[src/rtl/alu_issue_pkg.sv]
// Shared constants and types for the ALU operand-issue / write-back unit.
package alu_issue_pkg;

    // Instruction field layout: [31:24] opcode, [23:16] dest/offset, [15:8] src1, [7:0] src2/imm
    localparam int unsigned InstrWidth = 32;
    localparam int unsigned FieldWidth = 8;
    localparam int unsigned OpcodeLsb  = 24;
    localparam int unsigned DestLsb    = 16;
    localparam int unsigned Src1Lsb    = 8;
    localparam int unsigned Src2Lsb    = 0;

    localparam logic [7:0] OpLoadi = 8'h00;
    localparam logic [7:0] OpMov   = 8'h01;
    localparam logic [7:0] OpAdd   = 8'h02;
    localparam logic [7:0] OpSub   = 8'h03;
    localparam logic [7:0] OpAnd   = 8'h04;
    localparam logic [7:0] OpOr    = 8'h05;
    localparam logic [7:0] OpJ     = 8'h06;
    localparam logic [7:0] OpBeq   = 8'h07;

    typedef enum logic [2:0] {
        AluFwd = 3'b000,
        AluAdd = 3'b001,
        AluAnd = 3'b010,
        AluOr  = 3'b011
    } alu_sel_e;

    typedef enum logic [0:0] {
        StIdle = 1'b0,
        StExec = 1'b1
    } state_e;

endpackage

[src/rtl/alu_issue_if.sv]
// Instruction handshake, ALU operand/result and retire signals of the issue unit.
interface alu_issue_if #(
    parameter int unsigned DataWidth = 8
);
    logic                 instr_valid;
    logic                 instr_ready;
    logic [31:0]          instruction;
    logic [DataWidth-1:0] alu_data1;
    logic [DataWidth-1:0] alu_data2;
    logic [2:0]           alu_select;
    logic [DataWidth-1:0] alu_result;
    logic                 alu_zero;
    logic                 done;
    logic                 branch_taken;
    logic [7:0]           branch_offset;
    logic                 illegal;

    // Environment side: instruction fetch plus the ALU itself.
    modport master (
        output instr_valid, instruction, alu_result, alu_zero,
        input  instr_ready, alu_data1, alu_data2, alu_select,
        input  done, branch_taken, branch_offset, illegal
    );

    modport slave (
        input  instr_valid, instruction, alu_result, alu_zero,
        output instr_ready, alu_data1, alu_data2, alu_select,
        output done, branch_taken, branch_offset, illegal
    );
endinterface

[src/rtl/alu_issue_regfile.sv]
// General-purpose register file: two combinational reads, one synchronous write, sync clear.
// Optional debug read port enabled by ALU_ISSUE_DBG_EN.
module alu_issue_regfile #(
    parameter  int unsigned RegCount  = 8,
    parameter  int unsigned DataWidth = 8,
    localparam int unsigned AddrWidth = (RegCount > 1) ? $clog2(RegCount) : 1
) (
    input  logic                 clk_i,
    input  logic                 reset_i,
    input  logic [AddrWidth-1:0] rd_addr1_i,
    output logic [DataWidth-1:0] rd_data1_o,
    input  logic [AddrWidth-1:0] rd_addr2_i,
    output logic [DataWidth-1:0] rd_data2_o,
`ifdef ALU_ISSUE_DBG_EN
    input  logic [AddrWidth-1:0] dbg_addr_i,
    output logic [DataWidth-1:0] dbg_data_o,
`endif
    input  logic                 we_i,
    input  logic [AddrWidth-1:0] waddr_i,
    input  logic [DataWidth-1:0] wdata_i
);

    logic [DataWidth-1:0] regs_q [RegCount];

    always_ff @(posedge clk_i) begin
        if (reset_i) begin
            for (int i = 0; i < int'(RegCount); i++) begin
                regs_q[i] <= '0;
            end
        end else if (we_i) begin
            regs_q[waddr_i] <= wdata_i;
        end
    end

    assign rd_data1_o = regs_q[rd_addr1_i];
    assign rd_data2_o = regs_q[rd_addr2_i];

`ifdef ALU_ISSUE_DBG_EN
    // Reads the array directly, so the write cycle still shows the old value.
    assign dbg_data_o = regs_q[dbg_addr_i];
`endif

endmodule

[src/rtl/alu_issue_unit.sv]
// Operand-issue and write-back front end for the 8-bit ALU; owns the register file.
// Define ALU_ISSUE_DBG_EN to add the dbg_addr_i/dbg_data_o register read port.
module alu_issue_unit
    import alu_issue_pkg::*;
#(
    parameter  int unsigned RegCount  = 8,
    parameter  int unsigned DataWidth = 8,
    localparam int unsigned AddrWidth = (RegCount > 1) ? $clog2(RegCount) : 1
) (
    input  logic                 clk_i,
    input  logic                 reset_i,
`ifdef ALU_ISSUE_DBG_EN
    input  logic [AddrWidth-1:0] dbg_addr_i,
    output logic [DataWidth-1:0] dbg_data_o,
`endif
    alu_issue_if.slave           bus
);

    logic [7:0]           opcode;
    logic [7:0]           dest_field;
    logic [7:0]           src1_field;
    logic [7:0]           src2_field;
    logic [AddrWidth-1:0] rd_addr1;
    logic [AddrWidth-1:0] rd_addr2;
    logic [DataWidth-1:0] rd_data1;
    logic [DataWidth-1:0] rd_data2;
    logic [DataWidth-1:0] imm;

    assign opcode     = bus.instruction[OpcodeLsb +: FieldWidth];
    assign dest_field = bus.instruction[DestLsb +: FieldWidth];
    assign src1_field = bus.instruction[Src1Lsb +: FieldWidth];
    assign src2_field = bus.instruction[Src2Lsb +: FieldWidth];
    assign rd_addr1   = src1_field[AddrWidth-1:0];
    assign rd_addr2   = src2_field[AddrWidth-1:0];
    assign imm        = DataWidth'(src2_field);

    // Register fields above the index width are don't-care.
    logic unused_src1_hi;
    assign unused_src1_hi = ^src1_field[7:AddrWidth];

    // Decoded operands and retire behaviour of the presented instruction
    logic [DataWidth-1:0] dec_data1;
    logic [DataWidth-1:0] dec_data2;
    alu_sel_e             dec_sel;
    logic                 dec_write;
    logic                 dec_jump;
    logic                 dec_beq;
    logic                 dec_illegal;

    always_comb begin
        dec_data1   = '0;
        dec_data2   = '0;
        dec_sel     = AluFwd;
        dec_write   = 1'b0;
        dec_jump    = 1'b0;
        dec_beq     = 1'b0;
        dec_illegal = 1'b0;
        case (opcode)
            OpLoadi: begin
                dec_data2 = imm;
                dec_write = 1'b1;
            end
            OpMov: begin
                dec_data2 = rd_data2;
                dec_write = 1'b1;
            end
            OpAdd: begin
                dec_data1 = rd_data1;
                dec_data2 = rd_data2;
                dec_sel   = AluAdd;
                dec_write = 1'b1;
            end
            OpSub: begin
                dec_data1 = rd_data1;
                dec_data2 = '0 - rd_data2;
                dec_sel   = AluAdd;
                dec_write = 1'b1;
            end
            OpAnd: begin
                dec_data1 = rd_data1;
                dec_data2 = rd_data2;
                dec_sel   = AluAnd;
                dec_write = 1'b1;
            end
            OpOr: begin
                dec_data1 = rd_data1;
                dec_data2 = rd_data2;
                dec_sel   = AluOr;
                dec_write = 1'b1;
            end
            OpJ: begin
                dec_jump = 1'b1;
            end
            OpBeq: begin
                // Equality test through the ALU: a + (-b) is zero exactly when a == b.
                dec_data1 = rd_data1;
                dec_data2 = '0 - rd_data2;
                dec_sel   = AluAdd;
                dec_beq   = 1'b1;
            end
            default: begin
                dec_illegal = 1'b1;
            end
        endcase
    end

    state_e               state_q;
    logic [DataWidth-1:0] data1_q;
    logic [DataWidth-1:0] data2_q;
    alu_sel_e             sel_q;
    logic [AddrWidth-1:0] dest_q;
    logic [7:0]           offset_q;
    logic                 write_q;
    logic                 jump_q;
    logic                 beq_q;
    logic                 illegal_pend_q;
    logic                 done_q;
    logic                 branch_taken_q;
    logic [7:0]           branch_offset_q;
    logic                 illegal_q;

    always_ff @(posedge clk_i) begin
        if (reset_i) begin
            state_q         <= StIdle;
            data1_q         <= '0;
            data2_q         <= '0;
            sel_q           <= AluFwd;
            dest_q          <= '0;
            offset_q        <= '0;
            write_q         <= 1'b0;
            jump_q          <= 1'b0;
            beq_q           <= 1'b0;
            illegal_pend_q  <= 1'b0;
            done_q          <= 1'b0;
            branch_taken_q  <= 1'b0;
            branch_offset_q <= '0;
            illegal_q       <= 1'b0;
        end else begin
            done_q         <= 1'b0;
            branch_taken_q <= 1'b0;
            illegal_q      <= 1'b0;
            case (state_q)
                StIdle: begin
                    if (bus.instr_valid) begin
                        data1_q        <= dec_data1;
                        data2_q        <= dec_data2;
                        sel_q          <= dec_sel;
                        dest_q         <= dest_field[AddrWidth-1:0];
                        offset_q       <= dest_field;
                        write_q        <= dec_write;
                        jump_q         <= dec_jump;
                        beq_q          <= dec_beq;
                        illegal_pend_q <= dec_illegal;
                        state_q        <= StExec;
                    end
                end
                StExec: begin
                    done_q          <= 1'b1;
                    branch_taken_q  <= jump_q | (beq_q & bus.alu_zero);
                    branch_offset_q <= offset_q;
                    illegal_q       <= illegal_pend_q;
                    state_q         <= StIdle;
                end
                default: state_q <= StIdle;
            endcase
        end
    end

    // Write-back lands on the EXEC edge; the regfile gives reset priority over it.
    logic wr_en;
    assign wr_en = (state_q == StExec) && write_q;

    alu_issue_regfile #(
        .RegCount  (RegCount),
        .DataWidth (DataWidth)
    ) u_regfile (
        .clk_i      (clk_i),
        .reset_i    (reset_i),
        .rd_addr1_i (rd_addr1),
        .rd_data1_o (rd_data1),
        .rd_addr2_i (rd_addr2),
        .rd_data2_o (rd_data2),
`ifdef ALU_ISSUE_DBG_EN
        .dbg_addr_i (dbg_addr_i),
        .dbg_data_o (dbg_data_o),
`endif
        .we_i       (wr_en),
        .waddr_i    (dest_q),
        .wdata_i    (bus.alu_result)
    );

    assign bus.instr_ready   = (state_q == StIdle);
    assign bus.alu_data1     = data1_q;
    assign bus.alu_data2     = data2_q;
    assign bus.alu_select    = sel_q;
    assign bus.done          = done_q;
    assign bus.branch_taken  = branch_taken_q;
    assign bus.branch_offset = branch_offset_q;
    assign bus.illegal       = illegal_q;

endmodule

[src/flat_wrapper.sv]
// flat-port wrapper written by rule: the top's interface ports become plain ports
module alu_issue_unit_flat import alu_issue_pkg::*;
#(
    parameter  int unsigned RegCount  = 8,
    parameter  int unsigned DataWidth = 8,
    localparam int unsigned AddrWidth = (RegCount > 1) ? $clog2(RegCount) : 1
)
  (clk_i, reset_i, bus_instr_valid, bus_instruction, bus_alu_result, bus_alu_zero, bus_instr_ready, bus_alu_data1, bus_alu_data2, bus_alu_select, bus_done, bus_branch_taken, bus_branch_offset, bus_illegal);
  alu_issue_if #(.DataWidth(DataWidth)) bus_i ();
  input  logic clk_i;
  input  logic reset_i;
  input wire logic [$bits(bus_i.instr_valid)-1:0] bus_instr_valid;
  input wire logic [$bits(bus_i.instruction)-1:0] bus_instruction;
  input wire logic [$bits(bus_i.alu_result)-1:0] bus_alu_result;
  input wire logic [$bits(bus_i.alu_zero)-1:0] bus_alu_zero;
  output wire logic [$bits(bus_i.instr_ready)-1:0] bus_instr_ready;
  output wire logic [$bits(bus_i.alu_data1)-1:0] bus_alu_data1;
  output wire logic [$bits(bus_i.alu_data2)-1:0] bus_alu_data2;
  output wire logic [$bits(bus_i.alu_select)-1:0] bus_alu_select;
  output wire logic [$bits(bus_i.done)-1:0] bus_done;
  output wire logic [$bits(bus_i.branch_taken)-1:0] bus_branch_taken;
  output wire logic [$bits(bus_i.branch_offset)-1:0] bus_branch_offset;
  output wire logic [$bits(bus_i.illegal)-1:0] bus_illegal;
  assign bus_i.instr_valid = bus_instr_valid;
  assign bus_i.instruction = bus_instruction;
  assign bus_i.alu_result = bus_alu_result;
  assign bus_i.alu_zero = bus_alu_zero;
  assign bus_instr_ready = bus_i.instr_ready;
  assign bus_alu_data1 = bus_i.alu_data1;
  assign bus_alu_data2 = bus_i.alu_data2;
  assign bus_alu_select = bus_i.alu_select;
  assign bus_done = bus_i.done;
  assign bus_branch_taken = bus_i.branch_taken;
  assign bus_branch_offset = bus_i.branch_offset;
  assign bus_illegal = bus_i.illegal;
  alu_issue_unit #(.RegCount(RegCount), .DataWidth(DataWidth)) u_core (.clk_i(clk_i), .reset_i(reset_i), .bus(bus_i));
endmodule
[config.mk]
export PLATFORM = sky130hd
export DESIGN_NAME = alu_issue_unit_flat
export DESIGN_NICKNAME = d
export VERILOG_FILES = /design/src/rtl/alu_issue_pkg.sv /design/src/rtl/alu_issue_if.sv /design/src/rtl/alu_issue_regfile.sv /design/src/rtl/alu_issue_unit.sv /design/src/flat_wrapper.sv
export SDC_FILE = /design/constraint.sdc
export NUM_CORES = 1
export LEC_CHECK = 0
export CAP_MARGIN = 20
export CORE_ASPECT_RATIO = 0.5
export CORE_UTILIZATION = 49
export CTS_CLUSTER_DIAMETER = 150
export DETAILED_ROUTE_END_ITERATION = 7
export GPL_TIMING_DRIVEN = 0
export PLACE_DENSITY = 0.85
export SLEW_MARGIN = 20
export SYNTH_ARGS = -nofsm -noshare
export SYNTH_HDL_FRONTEND = slang
export SYNTH_SLANG_ARGS = --single-unit
[constraint.sdc]
create_clock -name clk_i -period 1.94 [get_ports clk_i]
set_input_delay 0.291 -clock clk_i [delete_from_list [all_inputs] [get_ports clk_i]]
set_output_delay 0.291 -clock clk_i [all_outputs]
set_load 0.1 [all_outputs]
==> metrics.md, run 1 <==
| Metric | Value |
|---|---|
| Total GRT Usage | 24.07% |
| R2R Path End | u_core.bus.alu_data2[7] |
| Max H-tree Level | 3 |
| I/O pin count | 75 |
| P_leak | 2.537 nW |
| Peak Freq | 500.3 MHz |
| Mux share of post-synthesis cell area | 20.56% |
| Drt wl/cell | 20.59 um |
| Worst relative slew slack | 33.89% |
| Outcome | finished with violations |
| Ys flop type | edfxtp_1 |
| CP Buf/Inv Count | 1 |
| Min Hold Slack | 418.3 ps |
| # setup viols final | 14 |
| Placed Cells | 617 |
| Critical-path cell with the highest stage delay | mux4_2 |
| Crit path max fanout | 4 |
| Synth Register Bits | 106 |
| Worst Path Arrival | 2250 ps |
| Post-Synth Adder-Cell Area | 0.2383% |
| Largest family of logic cells by synthesized area | multiplexers |
| Logic gate share of total power | 14.0% |
| Avg Vias per Cell | 5.828 |
| Drt drc | 0 |
| Post-synthesis xor/xnor area fraction | 0.8339% |
| Vias in the first global route | 3,540 |
| Worst R2R Path Depth | 7 |
| CP required | 2190 ps |
| Fraction of layout cells with a size suffix above 1 | 25.78% |
| WS Path Type | reg -> reg |
| Die Height | 75.20 um |
| RSZ-0062 raised after global routing | yes |
| Compound-Gate Fraction of Synth Area | 5.456% |
| Min-delay worst type | in -> reg |
| Clock slew at reported path FFs | 80 ps |
| DP HPWL | 8985 um |
| Area grow syn2layout | 27.04% |
| Clock buffer depth | 2 |
| Post-Route Skew | 7.390 ps |
| Crit path from | u_core.u_regfile.regs_q[3][0] |
| Pint | 3.673 mW |
| Global route overflow | 0 |
| Cell area after synthesis | 0.005251 sq mm |
| First-pass GRT wire length | 19,350 um |
| Final WL | 13,430 um |
| Cells after Synth | 415 |
| Port bufs | 62 |
| Clock power share | 35.9% |
| Hold Vio Cnt, Final | 0 |
| N_diodes | 0 |
| Via count | 3,800 |
| Tmin final | 1999 ps |
| Net switching power | 1.287 mW |
| DP Worst Slack | -510.9 ps |
| Largest net degree at the start of global routing | 19 |
| Num Clock Sinks | 106 |
| Die W | 148.4 um |
| Crit path cell chain | mux4_2 > mux2i_4 > buf_6 > nand3_2 > nor3_2 > xor2_1 > a22o_1 |
| Post-synth top cells | and2_1 (66), edfxtp_1 (64), dfxtp_1 (42), nand2_1 (37), nor2_1 (34) |
| Starting DRT DRC Count | 319 |
| Sequential area share after synthesis | 52.61% |
| CTS tree | yes |
| Reg2reg start | u_core.u_regfile.regs_q[3][0] |
| Nature of the critical path endpoint | flip-flop |
| Most numerous cell in the Yosys netlist | and2_1 |
| Crit share post-route | 103.0% |
| Delay-heaviest family, CP | multiplexers |
| Setup TNS | -523.6 ps |
| Critical path depth | 7 |
| Clock root buffer | clkbuf_16 |
| R2R setup slack | -60 ps |
| Power, Total | 4.961 mW |
| Final Core Density | 64.69% |
| Syn avg cell area | 12.65 sq um |
| Post-synth EDFFs | 64 |
| Yosys warns | 0 |
| Cell Count, Final, Fillers Out | 652 |
| Peak supply drop | 0.0003900 V |
| Rows | 26 |
| Failing checks | setup timing |
| Net Sw Frac | 25.95% |
| Synth top area share | 36.60% |
| Max-cap viol count | 0 |
| Cts hold-fix bufs | 0 |
| Synth Area in Simple Gates | 17.85% |
| Final nets | 552 |
| Crit start category | flip-flop |
| Starting Density | 50.92% |
| Least-Margin Pin Slew | 995.6 ps |
| Num CTS Buffers | 9 |
| Detailed Routing Iterations Pass 1 | 5 |
| Crit path largest cell delay | 540 ps |
| Final worst slack | -58.85 ps |
| Die ar. | 0.01116 sq mm |
| Fin. max-slew vios | 0 |
| Power density cells | 743.6 mW/mm^2 |
| Syn Nets | 460 |
| Worst setup endpoint | u_core.bus.alu_data2[7] |
| Core box area | 0.01031 sq mm |
| Worst skew pair latency | 360 ps |
| Fraction of registers with async set/reset | 0% |
| Final instance area | 0.006671 sq mm |
| Antenna viol nets, final | 0 |
| Antenna violations before repair | 1 |
| Distinct cell type count after synthesis | 47 |
| Post-DP Area | 0.006120 sq mm |
| GPL Wtd Cong | 0.8337 |
| Largest area contributor in the netlist | edfxtp_1 |
| Sequential Power Share | 50.1% |
| Top cells by area, synth | edfxtp_1 (37%), dfxtp_1 (16%), mux4_2 (11%) |
repair_timing:
action                                  4_1_cts  5_1_grt
gates cloned                                  0        0
buffers inserted                              7       12
pin swaps                                     6       11
gates resized for setup                      54       19
hold endpoints to repair                      0        0
endpoints found under the setup margin      110       73
how the worst min path moves through the flow:
stage / start / endpoint / slack, ps / cells past startpoint
4_1_cts: u_core.bus.alu_data2[4] / u_core.bus.alu_data2[4] / 450 / 2
6_report: bus_instruction[29] / u_core.beq_q / 420 / 5
3_3_place_gp: u_core.bus.alu_data2[4] / u_core.bus.alu_data2[4] / 430 / 2
2_1_floorplan: reset_i / u_core.bus.done / 370 / 1
3_5_place_dp: u_core.bus.alu_data2[4] / u_core.bus.alu_data2[4] / 440 / 2
5_1_grt: bus_instruction[30] / u_core.beq_q / 450 / 5
layout by cell type (no fill, tap or decap), types with 3 or more instances in the layout:
| cell type | instances |
|---|---|
| nor2_4 | 9 |
| nor2_1 | 27 |
| nand3_2 | 4 |
| clkdlybuf4s50_1 | 29 |
| nand3_1 | 4 |
| clkbuf_16 | 9 |
| a22oi_1 | 10 |
| nor3_4 | 4 |
| dlymetal6s2s_1 | 3 |
| mux2i_1 | 9 |
| edfxtp_1 | 64 |
| mux2_2 | 9 |
| a22oi_2 | 3 |
| mux4_1 | 3 |
| inv_6 | 3 |
| a21oi_1 | 17 |
| dlygate4sd2_1 | 29 |
| o21ai_0 | 6 |
| or2_4 | 6 |
| buf_12 | 3 |
| mux4_2 | 29 |
| dfxtp_1 | 41 |
| mux2i_4 | 5 |
| and2_1 | 66 |
| clkbuf_2 | 3 |
| nor3_1 | 3 |
| clkbuf_1 | 8 |
| nand2_1 | 36 |
| buf_4 | 17 |
| nand3_4 | 3 |
| buf_2 | 5 |
kinds of logic after synthesis:
family | after synthesis
other | 1
and+or+nand+nor | 176
adders and majority gates | 1
muxes | 57
DFF | 106
xor gates and xnor gates | 5
AOI/OAI and AO/OA | 45
buffers and inverters | 24
power by group through the flow:
stage               sequential [mW]  clock [mW]  combinational (mW)
global route                   2.49        1.86               0.730
detailed placement             2.53           0               0.615
floorplan                      2.56           0               0.373
CTS                            2.48        1.77               0.651
global placement               2.52           0               0.603
finish                         2.48        1.78               0.694
layer usage:
| metal | global-route usage, % | share of wire [%] | vias to the layer above |
|---|---|---|---|
| met5 | 0 | 0.060 | - |
| met4 | 10.31 | 2.5 | 2 |
| met3 | 5.758 | 7.6 | 32 |
| met2 | 41.05 | 49 | 184 |
| met1 | 30.18 | 41 | 1873 |
| li1 | - | - | 1709 |
state kept, by name (all words and copies together), names as in the netlist:
name                      cells
u_core.state_q                1
u_core.u_regfile.regs_q      64
u_core.bus.illegal            1
u_core.bus.alu_data2          8
u_core.bus.alu_data1          8
u_core.bus.done               1
u_core.bus.branch_offset      8
u_core.write_q                1
u_core.illegal_pend_q         1
u_core.jump_q                 1
u_core.beq_q                  1
u_core.offset_q               8
u_core.bus.branch_taken       1
u_core.bus.alu_select         2
worst register-to-register path, stage by stage, from the launching register on:
cell and delay [ps]:
edfxtp_1 400, mux4_2 540, mux2i_4 260, buf_6 170, nand3_2 70, nor3_2 140, xor2_1 90, a22o_1 220
final cells by class:
type / instances / area, sq um
Sequential cell: 106 / 2764
Fill cell: 713 / 3641
Inverter: 3 / 15.01
Buffer: 21 / 135.1
Timing Repair Buffer: 81 / 749.5
Multi-Input combinational cell: 285 / 2547
Clock buffer: 10 / 239.0
Clock inverter: 6 / 46.29
Tap cell: 140 / 175.2
Power figures use the tool's default switching activity.
==> run 2, diff against run 1 <==
MAX_ROUTING_LAYER = met4   (was not set)
PLACE_DENSITY = 0.76   (was 0.85)
==> run 2 against run 1 <==
  * Routed wire length fell by 6.1%
  * Clock skew barely moved
  * Highest routed layer is now met4
  * Worst setup slack got worse by 35 ps
  * Core utilization fell by 0.74 points
  * Sequential power barely moved
  * Combinational power fell by 3.9%
  * Maximum frequency fell by 1.7%
  * Sequential share of layout area rose by 0.48 points
  * Critical endpoint is now u_core.u_regfile.regs_q[3][1]
  * The flow still finishes with violations (setup timing)
  * Largest cell class unchanged
  * Final cell count fell by 0.15%
==> metrics.md, run 2 (synthesis gave the netlist of run 1 again) <==
| Metric | Value |
|---|---|
| Worst Path Arrival | 2070 ps (-180 ps) |
| Power density cells | 739.4 mW/mm^2 (-0.56%) |
| Drt drc | 0 (unchanged) |
| Avg Vias per Cell | 5.662 (-2.9%) |
| Max FFs per register | 64 (unchanged) |
| CTS tree | yes |
| Vias in the first global route | 3,372 (-4.7%) |
| Worst relative slew slack | 35.79% (+1.9 points) |
| Via count | 3,686 (-3.0%) |
| Crit path largest cell delay | 620 ps (+80 ps) |
| # setup viols final | 36 (+22) |
| Peak supply drop | 0.0004175 V (+7.1%) |
| Met3 Use GR | 5.394% (-0.36 points) |
| Area grow syn2layout | 25.59% |
| Crit share post-route | 104.8% (+1.8 points) |
| Crit path max fanout | 10 (+6) |
| Die W | 148.4 um (unchanged) |
| Final instance area | 0.006595 sq mm (-1.1%) |
| Antenna viol nets, final | 0 (unchanged) |
| Post-Route Skew | 7.665 ps (+0.2752 ps) |
| Worst skew pair latency | 350 ps (about the same) |
| Least-Margin Pin Slew | 967.0 ps (-28.58 ps) |
| Die Height | 75.20 um (unchanged) |
| Reg2reg start | u_core.u_regfile.regs_q[2][2] |
| Hold Startpoint | u_core.bus.alu_data2[4] |
| Met2 Usage GRT | 39.28% (-1.8 points) |
| Starting DRT DRC Count | 236 (-26%) |
| Post-DP Area | 0.006120 sq mm (unchanged) |
| Antenna violations before repair | 0 (-1) |
| Final worst slack | -93.71 ps (-34.86 ps) |
| Drt wl/cell | 19.35 um (-6.0%) |
| Commonest cells after routing, fill and taps aside | and2_1 (66), edfxtp_1 (64), dfxtp_1 (41), nand2_1 (37), clkdlybuf4s50_1 (32) |
| Clock root buffer | clkbuf_16 |
| Delay-heaviest family, CP | buffers and inverters |
| Die ar. | 0.01116 sq mm (unchanged) |
| Cts hold-fix bufs | 0 (unchanged) |
| R2R Path End | u_core.bus.alu_data2[3] |
| Max-cap viol count | 0 (unchanged) |
| Global route overflow | 0 (unchanged) |
| Hold Vio Cnt, Final | 0 (unchanged) |
| Fraction of layout cells with a size suffix above 1 | 24.46% (-1.3 points) |
| Final nets | 551 (-0.18%) |
| Crit start category | primary input |
| Nature of the critical path endpoint | flip-flop |
| R2R setup slack | -80 ps (-20 ps) |
| Power, Total | 4.876 mW (-1.7%) |
| Crit path cell chain | clkdlybuf4s50_1 > buf_1 > clkbuf_2 > or2_2 |
| Largest Register | u_core.u_regfile.regs_q |
| Port bufs | 62 (unchanged) |
| Peak Freq | 491.7 MHz (-1.7%) |
| WHS Endpoint | u_core.bus.alu_data2[4] |
| Starting Density | 50.92% (unchanged) |
| Fin. max-slew vios | 0 (unchanged) |
| Setup TNS | -1762 ps (-1239 ps) |
| P_leak | 2.488 nW (-2.0%) |
| I/O pin count | 75 (unchanged) |
| CP required | 1980 ps (-210 ps) |
| DP HPWL | 8964 um (-0.24%) |
| Clock buffer depth | 2 (unchanged) |
| Detailed Routing Iterations Pass 1 | 5 (unchanged) |
| Tmin final | 2034 ps (+34.86 ps) |
| Total GRT Usage | 24.16% (+0.089 points) |
| First-pass GRT wire length | 18,840 um (-2.6%) |
| Critical-path cell with the highest stage delay | clkdlybuf4s50_1 |
| Final WL | 12,600 um (-6.1%) |
| M1 GR Usage | 30.88% (+0.70 points) |
| Worst R2R Path Depth | 6 (-1) |
| Most common cell after layout, fill and taps aside | and2_1 |
| CP Buf/Inv Count | 3 (+2) |
| Num Clock Sinks | 106 (unchanged) |
| Rows | 26 (unchanged) |
| Largest net degree at the start of global routing | 19 (unchanged) |
| Min-delay worst type | reg -> reg |
| WHS Path Cells | 2 (-3) |
| RSZ-0062 raised after global routing | yes |
| Clock slew at reported path FFs | 70 ps (about the same) |
| N_diodes | 0 (unchanged) |
| Num CTS Buffers | 9 (unchanged) |
| GPL Wtd Cong | 0.8364 (+0.32%) |
| Max H-tree Level | 3 (unchanged) |
| Min Hold Slack | 446.0 ps (+27.66 ps) |
| WS Path Type | in -> reg |
| Core box area | 0.01031 sq mm (unchanged) |
| Outcome | finished with violations |
| GRT busiest layer | met2 |
| Failing checks | setup timing |
[run 2: cell types whose count changed in the layout (fill, tap and decap cells not counted), moves of 2 or more]
cell             previous run  this run
clkdlybuf4s50_1            29        32
dlymetal6s2s_1              3         0
a22oi_1                    10        13
a22oi_2                     3         0
nand3_4                     3         1
[run 2: area by class of cell]
type | count | area, sq um
fill | 766 | 3717
timing repair buffer | 80 | 721.9
tap | 140 | 175.2
buffer | 21 | 137.6
inverter | 3 | 15.01
clock inverter | 7 | 51.30
clock buffer | 9 | 225.2
multi-input combinational | 285 | 2505
sequential | 106 | 2764
[run 2: through the flow]
stage	utilization [%]	cells	setup WS, ps
final	63.95	651	-93.71
after global routing	63.95	651	-142.1
after CTS	62.48	639	-219.5
after detailed placement	59.34	617	-531.3
after global placement	59.34	617	-508.4
after floorplan	-	415	-178.6
[run 2: worst max-delay path by stage]
stage	from	end	slack (ps)	depth (start not counted)
after detailed placement	reset_i	u_core.u_regfile.regs_q[5][2]	-530	4
after global routing	reset_i	u_core.u_regfile.regs_q[3][1]	-140	4
final	reset_i	u_core.u_regfile.regs_q[3][1]	-90	4
after CTS	u_core.state_q	u_core.u_regfile.regs_q[1][7]	-220	6
after global placement	reset_i	u_core.u_regfile.regs_q[5][4]	-510	5
after floorplan	u_core.state_q	u_core.u_regfile.regs_q[5][0]	-180	6
[run 2: timing repair]
action	4_1_cts	5_1_grt
gates cloned	0	0
gates resized for setup	45	20
setup buffers	6	12
endpoints found under the setup margin	110	83
pin swaps	4	7
[run 2: metal layers]
layer	wire length [um]	part of all wire [%]
met1	5595	44
met2	6050	48
met5	0	0
met4	186	1.5
met3	766	6.1
[run 2: power breakdown]
part	switching, mW	internal [mW]	leakage [nW]
sequential	0.0405	2.44	1.01
clock	0.847	0.881	0.140
combinational	0.369	0.298	1.34
[run 2: worst reg2reg max path: stages, from the launching register on]
cell and delay (ps):
edfxtp_1 410, mux4_2 530, mux2i_4 280, buf_4 170, nand3_2 80, xnor2_1 130, a221o_1 310
